===== src/rtl/coprocessor_cmd_seq.sv =====
// Coprocessor command sequencer: edge-triggered go from the PIO,
// add/sub/clr in one cycle, 16x16 shift-add multiply, Avalon-MM regs.
module coprocessor_cmd_seq (
  input  logic        clk,
  input  logic        reset_n,
  input  logic [2:0]  cmd,
  input  logic [1:0]  address,
  input  logic        chipselect,
  input  logic        write_n,
  input  logic [31:0] writedata,
  output logic [31:0] readdata,
  output logic        busy,
  output logic        done_irq
);

  typedef enum logic [1:0] {
    IDLE,
    EXEC,
    MUL,
    FIN
  } state_t;

  localparam logic [1:0] OP_ADD = 2'b00;
  localparam logic [1:0] OP_SUB = 2'b01;
  localparam logic [1:0] OP_MUL = 2'b10;
  localparam logic [1:0] OP_CLR = 2'b11;

  state_t      state;
  state_t      state_nx;
  logic        go_q;
  logic        start;
  logic [31:0] opa;
  logic [31:0] opb;
  logic [31:0] result;
  logic [31:0] result_nx;
  logic        carry;
  logic        carry_nx;
  logic        done;
  logic        done_nx;
  logic [1:0]  op_w;
  logic [31:0] a_w;
  logic [31:0] b_w;
  logic [31:0] b_w_nx;
  logic [31:0] acc;
  logic [31:0] acc_nx;
  logic [3:0]  cnt;
  logic [3:0]  cnt_nx;
  logic        last;
  logic        last_nx;
  logic [32:0] sum;
  logic [32:0] diff;
  logic [31:0] term;
  logic        wr_en;

  assign start = cmd[0] & ~go_q & (state == IDLE);
  assign wr_en = chipselect & ~write_n;

  assign sum  = {1'b0, a_w} + {1'b0, b_w};
  assign diff = {1'b0, a_w} - {1'b0, b_w};
  assign term = {16'h0000, a_w[15:0]} << cnt;

  always_ff @(posedge clk or negedge reset_n) begin
    if (!reset_n) begin
      state <= IDLE;
      go_q  <= 1'b0;
    end else begin
      state <= state_nx;
      go_q  <= cmd[0];
    end
  end

  always_ff @(posedge clk or negedge reset_n) begin
    if (!reset_n) begin
      opa <= '0;
      opb <= '0;
    end else if (wr_en) begin
      unique case (address)
        2'd0:    opa <= writedata;
        2'd1:    opb <= writedata;
        default: ;
      endcase
    end
  end

  // Working copies are latched at start so operand writes while busy
  // only affect the following operation.
  always_ff @(posedge clk or negedge reset_n) begin
    if (!reset_n) begin
      op_w <= OP_ADD;
      a_w  <= '0;
    end else if (start) begin
      op_w <= cmd[2:1];
      a_w  <= opa;
    end
  end

  always_ff @(posedge clk or negedge reset_n) begin
    if (!reset_n) begin
      b_w    <= '0;
      acc    <= '0;
      cnt    <= '0;
      last   <= 1'b0;
      result <= '0;
      carry  <= 1'b0;
      done   <= 1'b0;
    end else begin
      b_w    <= b_w_nx;
      acc    <= acc_nx;
      cnt    <= cnt_nx;
      last   <= last_nx;
      result <= result_nx;
      carry  <= carry_nx;
      done   <= done_nx;
    end
  end

  always_comb begin
    state_nx  = state;
    result_nx = result;
    carry_nx  = carry;
    done_nx   = done;
    b_w_nx    = b_w;
    acc_nx    = acc;
    cnt_nx    = cnt;
    last_nx   = last;
    unique case (state)
      IDLE: begin
        if (start) begin
          b_w_nx   = opb;
          acc_nx   = '0;
          cnt_nx   = '0;
          last_nx  = 1'b0;
          done_nx  = 1'b0;
          carry_nx = 1'b0;
          state_nx = (cmd[2:1] == OP_MUL) ? MUL : EXEC;
        end
      end
      EXEC: begin
        unique case (1'b1)
          (op_w == OP_ADD): begin
            result_nx = sum[31:0];
            carry_nx  = sum[32];
          end
          (op_w == OP_SUB): begin
            result_nx = diff[31:0];
            carry_nx  = diff[32];
          end
          (op_w == OP_CLR),
          (op_w == OP_MUL): begin
            result_nx = '0;
            carry_nx  = 1'b0;
          end
        endcase
        state_nx = FIN;
      end
      MUL: begin
        // Sixteen iterations, then one cycle to commit the product.
        if (last) begin
          result_nx = acc;
          carry_nx  = 1'b0;
          state_nx  = FIN;
        end else begin
          if (b_w[0]) begin
            acc_nx = acc + term;
          end
          b_w_nx = b_w >> 1;
          cnt_nx = cnt + 4'd1;
          if (cnt == 4'd15) begin
            last_nx = 1'b1;
          end
        end
      end
      FIN: begin
        done_nx  = 1'b1;
        state_nx = IDLE;
      end
    endcase
  end

  assign busy     = (state != IDLE);
  assign done_irq = done;

  always_comb begin
    readdata = '0;
    unique case (address)
      2'd0: readdata = opa;
      2'd1: readdata = opb;
      2'd2: readdata = result;
      2'd3: readdata = {29'd0, carry, done, busy};
    endcase
  end

endmodule


===== config.mk =====
export PLATFORM = sky130hd
export DESIGN_NAME = coprocessor_cmd_seq
export DESIGN_NICKNAME = d
export VERILOG_FILES = /design/src/rtl/coprocessor_cmd_seq.sv
export SDC_FILE = /design/constraint.sdc
export NUM_CORES = 1
export LEC_CHECK = 0
export CAP_MARGIN = 40
export CELL_PAD_IN_SITES_DETAIL_PLACEMENT = 0
export CELL_PAD_IN_SITES_GLOBAL_PLACEMENT = 1
export CORE_AREA = 2 2 160 279
export DETAILED_ROUTE_END_ITERATION = 16
export DIE_AREA = 0 0 162 281
export PLACE_DENSITY = 0.58
export SYNTH_ARGS = -nofsm -noshare
export SYNTH_HDL_FRONTEND = slang
export SYNTH_SLANG_ARGS = --single-unit

===== constraint.sdc =====
create_clock -name clk -period 8.36 [get_ports clk]
set_input_delay 0.836 -clock clk [delete_from_list [all_inputs] [get_ports clk]]
set_output_delay 0.836 -clock clk [all_outputs]
set_load 0.1 [all_outputs]

Word-level counts from Yosys, hierarchy flattened --
Cells that the tools add are included. W data, S select, Z words.
Cells by class: add/sub/neg operators 4, equality and inequality tests 15, shift-type cells 1, muxes and demuxes 26, bitwise gates (word level) 5, reductions and logical operators 18
Operators by type and width (count):
- $mux W32 | 6
- $pmux W32 S2 | 3
- $pmux W32 S4 | 1
- $pmux W32 S3 | 1
- $add A32 B32 Y33 | 1
- $sub A32 B32 Y33 | 1
- $add A32 B32 Y32 | 1
- $shl A16 B4 Y32 | 1
- $eq A2 B2 Y1 const B | 7
- $reduce_and A2 Y1 | 6
- $mux W4 | 2
- $ne A2 B2 Y1 const B | 4
- $pmux W2 S4 | 1
- $pmux W4 S2 | 1
- $reduce_bool A2 Y1 | 4
- $eq A2 B1 Y1 const B | 3
- $logic_not A2 Y1 | 3
- $mux W2 | 3
- $pmux W1 S3 | 2
- $reduce_and A3 Y1 | 2
- $add A4 B1 Y4 const B | 1
- $eq A4 B4 Y1 const B | 1
- $mux W1 | 4
- $pmux W1 S2 | 2
- 5 further kinds | 8
Storage, ports and cells: bits in registers 204, input bits 41, output and inout port bits 34, logic and storage cells 82

Longest topological paths before layout --
depth after elaboration 5, depth in mapped cells 19, depth with buffers taken out 17

Worst setup path after synthesis --
No wires, ideal clock.
path type input -> output, start point in address[0], end point out readdata[19], arrival 4.340 ns, data required time 7.524 ns, setup slack 3.184 ns, stages on the path 5, buffers on the path 3, path through clkbuf_1 clkbuf_1 buf_1 mux2i_1 o21ai_0
Between the ends: cells in the longest elaborated chain, start to end 2, elaborated cells on any way between the ends 5, classes of those cells 3 x eq/ne; 1 x mux; 1 x reduce/logical
RTL lines:
- from (decl) | RTL line 7 | input logic [1:0] address,
- $eq A2 B2 Y1 (tied with other cells) | RTL line 185 | unique case (address)
- $pmux W32 S4 * | RTL line 185
- to (decl) | RTL line 11 | output logic [31:0] readdata,
Every way passes the cells marked *; elsewhere a longest branch is shown, timed or not.

Final worst setup path --
start point reg cnt[1], end point reg acc[30]
Between the ends: cells in the longest elaborated chain, start to end 5
RTL lines:
- from (decl) | RTL line 46 | logic [3:0] cnt;
- from (signal assigned) | RTL line 109 | cnt <= cnt_nx;
- $shl A16 B4 Y32 | RTL line 60 | assign term = {16'h0000, a_w[15:0]} << cnt;
- $add A32 B32 Y32 | RTL line 164 | acc_nx = acc + term;
- $mux W32 | RTL line 163 | if (b_w[0]) begin
- $mux W32 | RTL line 158 | if (last) begin
- $pmux W32 S2 | RTL line 126 | unique case (state)
- to (signal assigned) | RTL line 108 | acc <= acc_nx;
- to (decl) | RTL line 44 | logic [31:0] acc;
Every way passes these cells. The select of a mux whose other input is x is not followed. A chain may end at the register's enable or synchronous reset.

==> run summary <==
Root Driver -> clkbuf_16
M1 GR Usage -> 24.9%
CTS sink cnt -> 204
synth top area cells -> dfrtp_1 (34%), ha_1 (8.3%), mux2_2 (5.8%)
Worst Path Required -> 8.80 ns
final worst path period need -> 4.80 ns
initial antenna violation count -> 0
Cell Pwr Density -> 450 nW/um2
most used cell, CP -> o21ai_0
delay of the slowest critical-path stage -> 0.94 ns
Tot GR Track Use -> 23.8%
worst vdd ir -> 236 uV
DP Cell Count -> 2264
Startpoint Class -> register
met2 Usage GRT -> 47.5%
DRC -> 0
#FFs+latches synth -> 204
gpl congestion -> 0.878
RSZ-0062 raised after global routing -> false
Slew @ Worst Pin -> 0.909 ns
Worst Clk Skew -> 0.0102 ns
Post-Synthesis Cell Area -> 15000 um2
Clk Latency, worst-skew pair -> 0.55 ns
final setup fails -> 0
Max FO, Critical Path -> 28
normalized max-slew margin -> 39.4%
stages on the worst setup path -> 15
dpl cell area -> 16800 um2
setup slack after layout -> 3.56 ns
total vias in the final route -> 13000
Syn Nets -> 1818
hpwl dp -> 41500 um
CTS tree -> built
CP delay by family, top -> compound AO/OA/AOI/OAI gates
Layout area overhead -> 17.9%
first-pass GRT wire length -> 81800 um
Worst EP arrival -> 5.24 ns
Final Max Tran Viols -> 0
Ant. Diodes -> 0
maxcap violations -> 0
Post-synth EDFFs -> 0
Worst setup EP type -> register
most frequent cells in the layout -> dfrtp_1 (203), nand2_1 (146), o21ai_0 (125)
yosys warns -> 0
CP max-delay cell -> dfrtp_1
Setup WS pre-CTS -> 3.61 ns
DRT Pass-1 Iters -> 5
Port Buf Inserts -> 74
register area share after synthesis -> 34.0%
IO Pins -> 75
chip height -> 281 um
Die Wd -> 162 um
DR iter-0 viols -> 655
Synth top area share -> 34.0%
CTS Buffer Depth -> 3
critical path, cell by cell -> mux2_2 > o21ai_0 > nor2_1 > a21oi_1 > nor2_1 > ha_1 > o21ai_0 > o21ai_0 > o311ai_1 > a41oi_1 > a21oi_1 > o41ai_1 > a31oi_1 > xnor2_1 > a22o_1
worst reg2reg path depth -> 15
Setup TNS -> 0 ns
Crit Path Class -> reg2reg
Setup Fix Bufs, Post-CTS -> 0
met3 Use GR -> 2.11%
cell taking the most area after synthesis -> dfrtp_1
per-cell routed wire length -> 23.6 um
status -> complete, no violations
LEAKAGE -> 0.00775 uW
Routed WL -> 54400 um
core footprint -> 43200 um2
Fmax -> 208 MHz
die area -> 45500 um2
Syn Area/Cell -> 8.96 um2
post-route insts no fill -> 2307
nets -> 1868
Post-CTS Resized -> 0
Hold Violations, Final -> 0
Synth cell types -> 82
total grt overflow -> 0
number of global-route vias before repair -> 13300
Initial Utilization -> 34.7%
Rows -> 101
Primary FF master, synth -> dfrtp_1
TritonCTS buffer count -> 24
Worst-path clk slew -> 0.07 ns
largest net degree at the start of global routing -> 103
layout cell share with drive strength beyond 1 -> 12.3%
final critical-path share of the clock period -> 57.5%
post-DR vias/cell -> 5.62
# hold bufs at CTS -> 0
WP buf/inv -> 0
# H-tree levels -> 1
Worst Hold Class -> in2async
GR peak layer -> met2
post-route ant nets -> 0
asr flop ratio synth -> 100%
Final Instance Area -> 17700 um2
most common cell after layout, fill and taps aside -> dfrtp_1
cells after synthesis -> 1674
==> cells by family after synthesis <==
logic type,synth area share (%)
flops,34.0
mux,14.5
simple gates,13.0
buf+inv,4.90
compound gates,21.5
fa+ha+maj,8.74
xor+xnor,3.27
==> routing by layer <==
metal	vias up	routed length, um
met3	90	1600
li1	6157	-
met5	-	0
met1	6443	20000
met4	0	2380
met2	268	30400
==> worst paths after layout <==
path | startpoint | to | slack (ns)
min reg2reg | result[5]$_DFFE_PN0P_ | result[5]$_DFFE_PN0P_ | 0.49
min | reset_n | acc[22]$_DFFE_PN0P_ | 0.36
min in group clk | result[5]$_DFFE_PN0P_ | result[5]$_DFFE_PN0P_ | 0.49
max in group asynchronous | reset_n | opb[27]$_DFFE_PN0P_ | 6.03
max | cnt[1]$_DFFE_PN0P_ | acc[30]$_DFFE_PN0P_ | 3.56
max reg2reg | cnt[1]$_DFFE_PN0P_ | acc[30]$_DFFE_PN0P_ | 3.56
==> stage by stage <==
stage	total power (uW)	hold slack (ns)	util (%)
global route	8530	0.422	40.9
detailed placement	6770	0.480	38.9
CTS	8000	0.389	40.9
finish	7970	0.355	40.9
global placement	6600	0.467	37.5
floorplan	5160	0.446	-
==> where the power goes <==
group          switching [uW]  internal (uW)  total, uW  leakage [uW]
combinational            3130           1880       5010       0.00475
clock                     460            737       1200      0.000429
sequential                441           1320       1760       0.00257
==> registers in the layout, indices dropped and copies added, names as in the netlist <==
signal,cells
state,2
cnt,4
op_w,2
go_q,1
acc,32
opa,32
done_irq,1
carry,1
b_w,32
result,32
opb,32
a_w,32
last,1
==> area by class of cell <==
type / instances / area (um2)
Fill cell: 4399 / 25500
Multi-Input combinational cell: 1277 / 9200
Sequential cell: 204 / 5110
Timing Repair Buffer: 131 / 1470
Tap cell: 566 / 708
Clock buffer: 33 / 696
Inverter: 86 / 323
Clock inverter: 10 / 189
==> synth_stat cells (all sizes together), types with 10 or more instances <==
cell	n
a211oi	15
a21o	36
a21oi	123
a22o	25
a31oi	18
and3	16
buf	15
clkbuf	92
dfrtp	204
ha	100
inv	85
mux2	107
mux2i	79
nand2	146
nand2b	12
nand3	23
nand4	15
nor2	107
nor2b	21
nor3	27
o211ai	10
o21a	12
o21ai	160
o21bai	10
o22ai	17
o31ai	16
xnor2	45
xor2	11
Note: power is estimated with default switching activity, not from simulation.
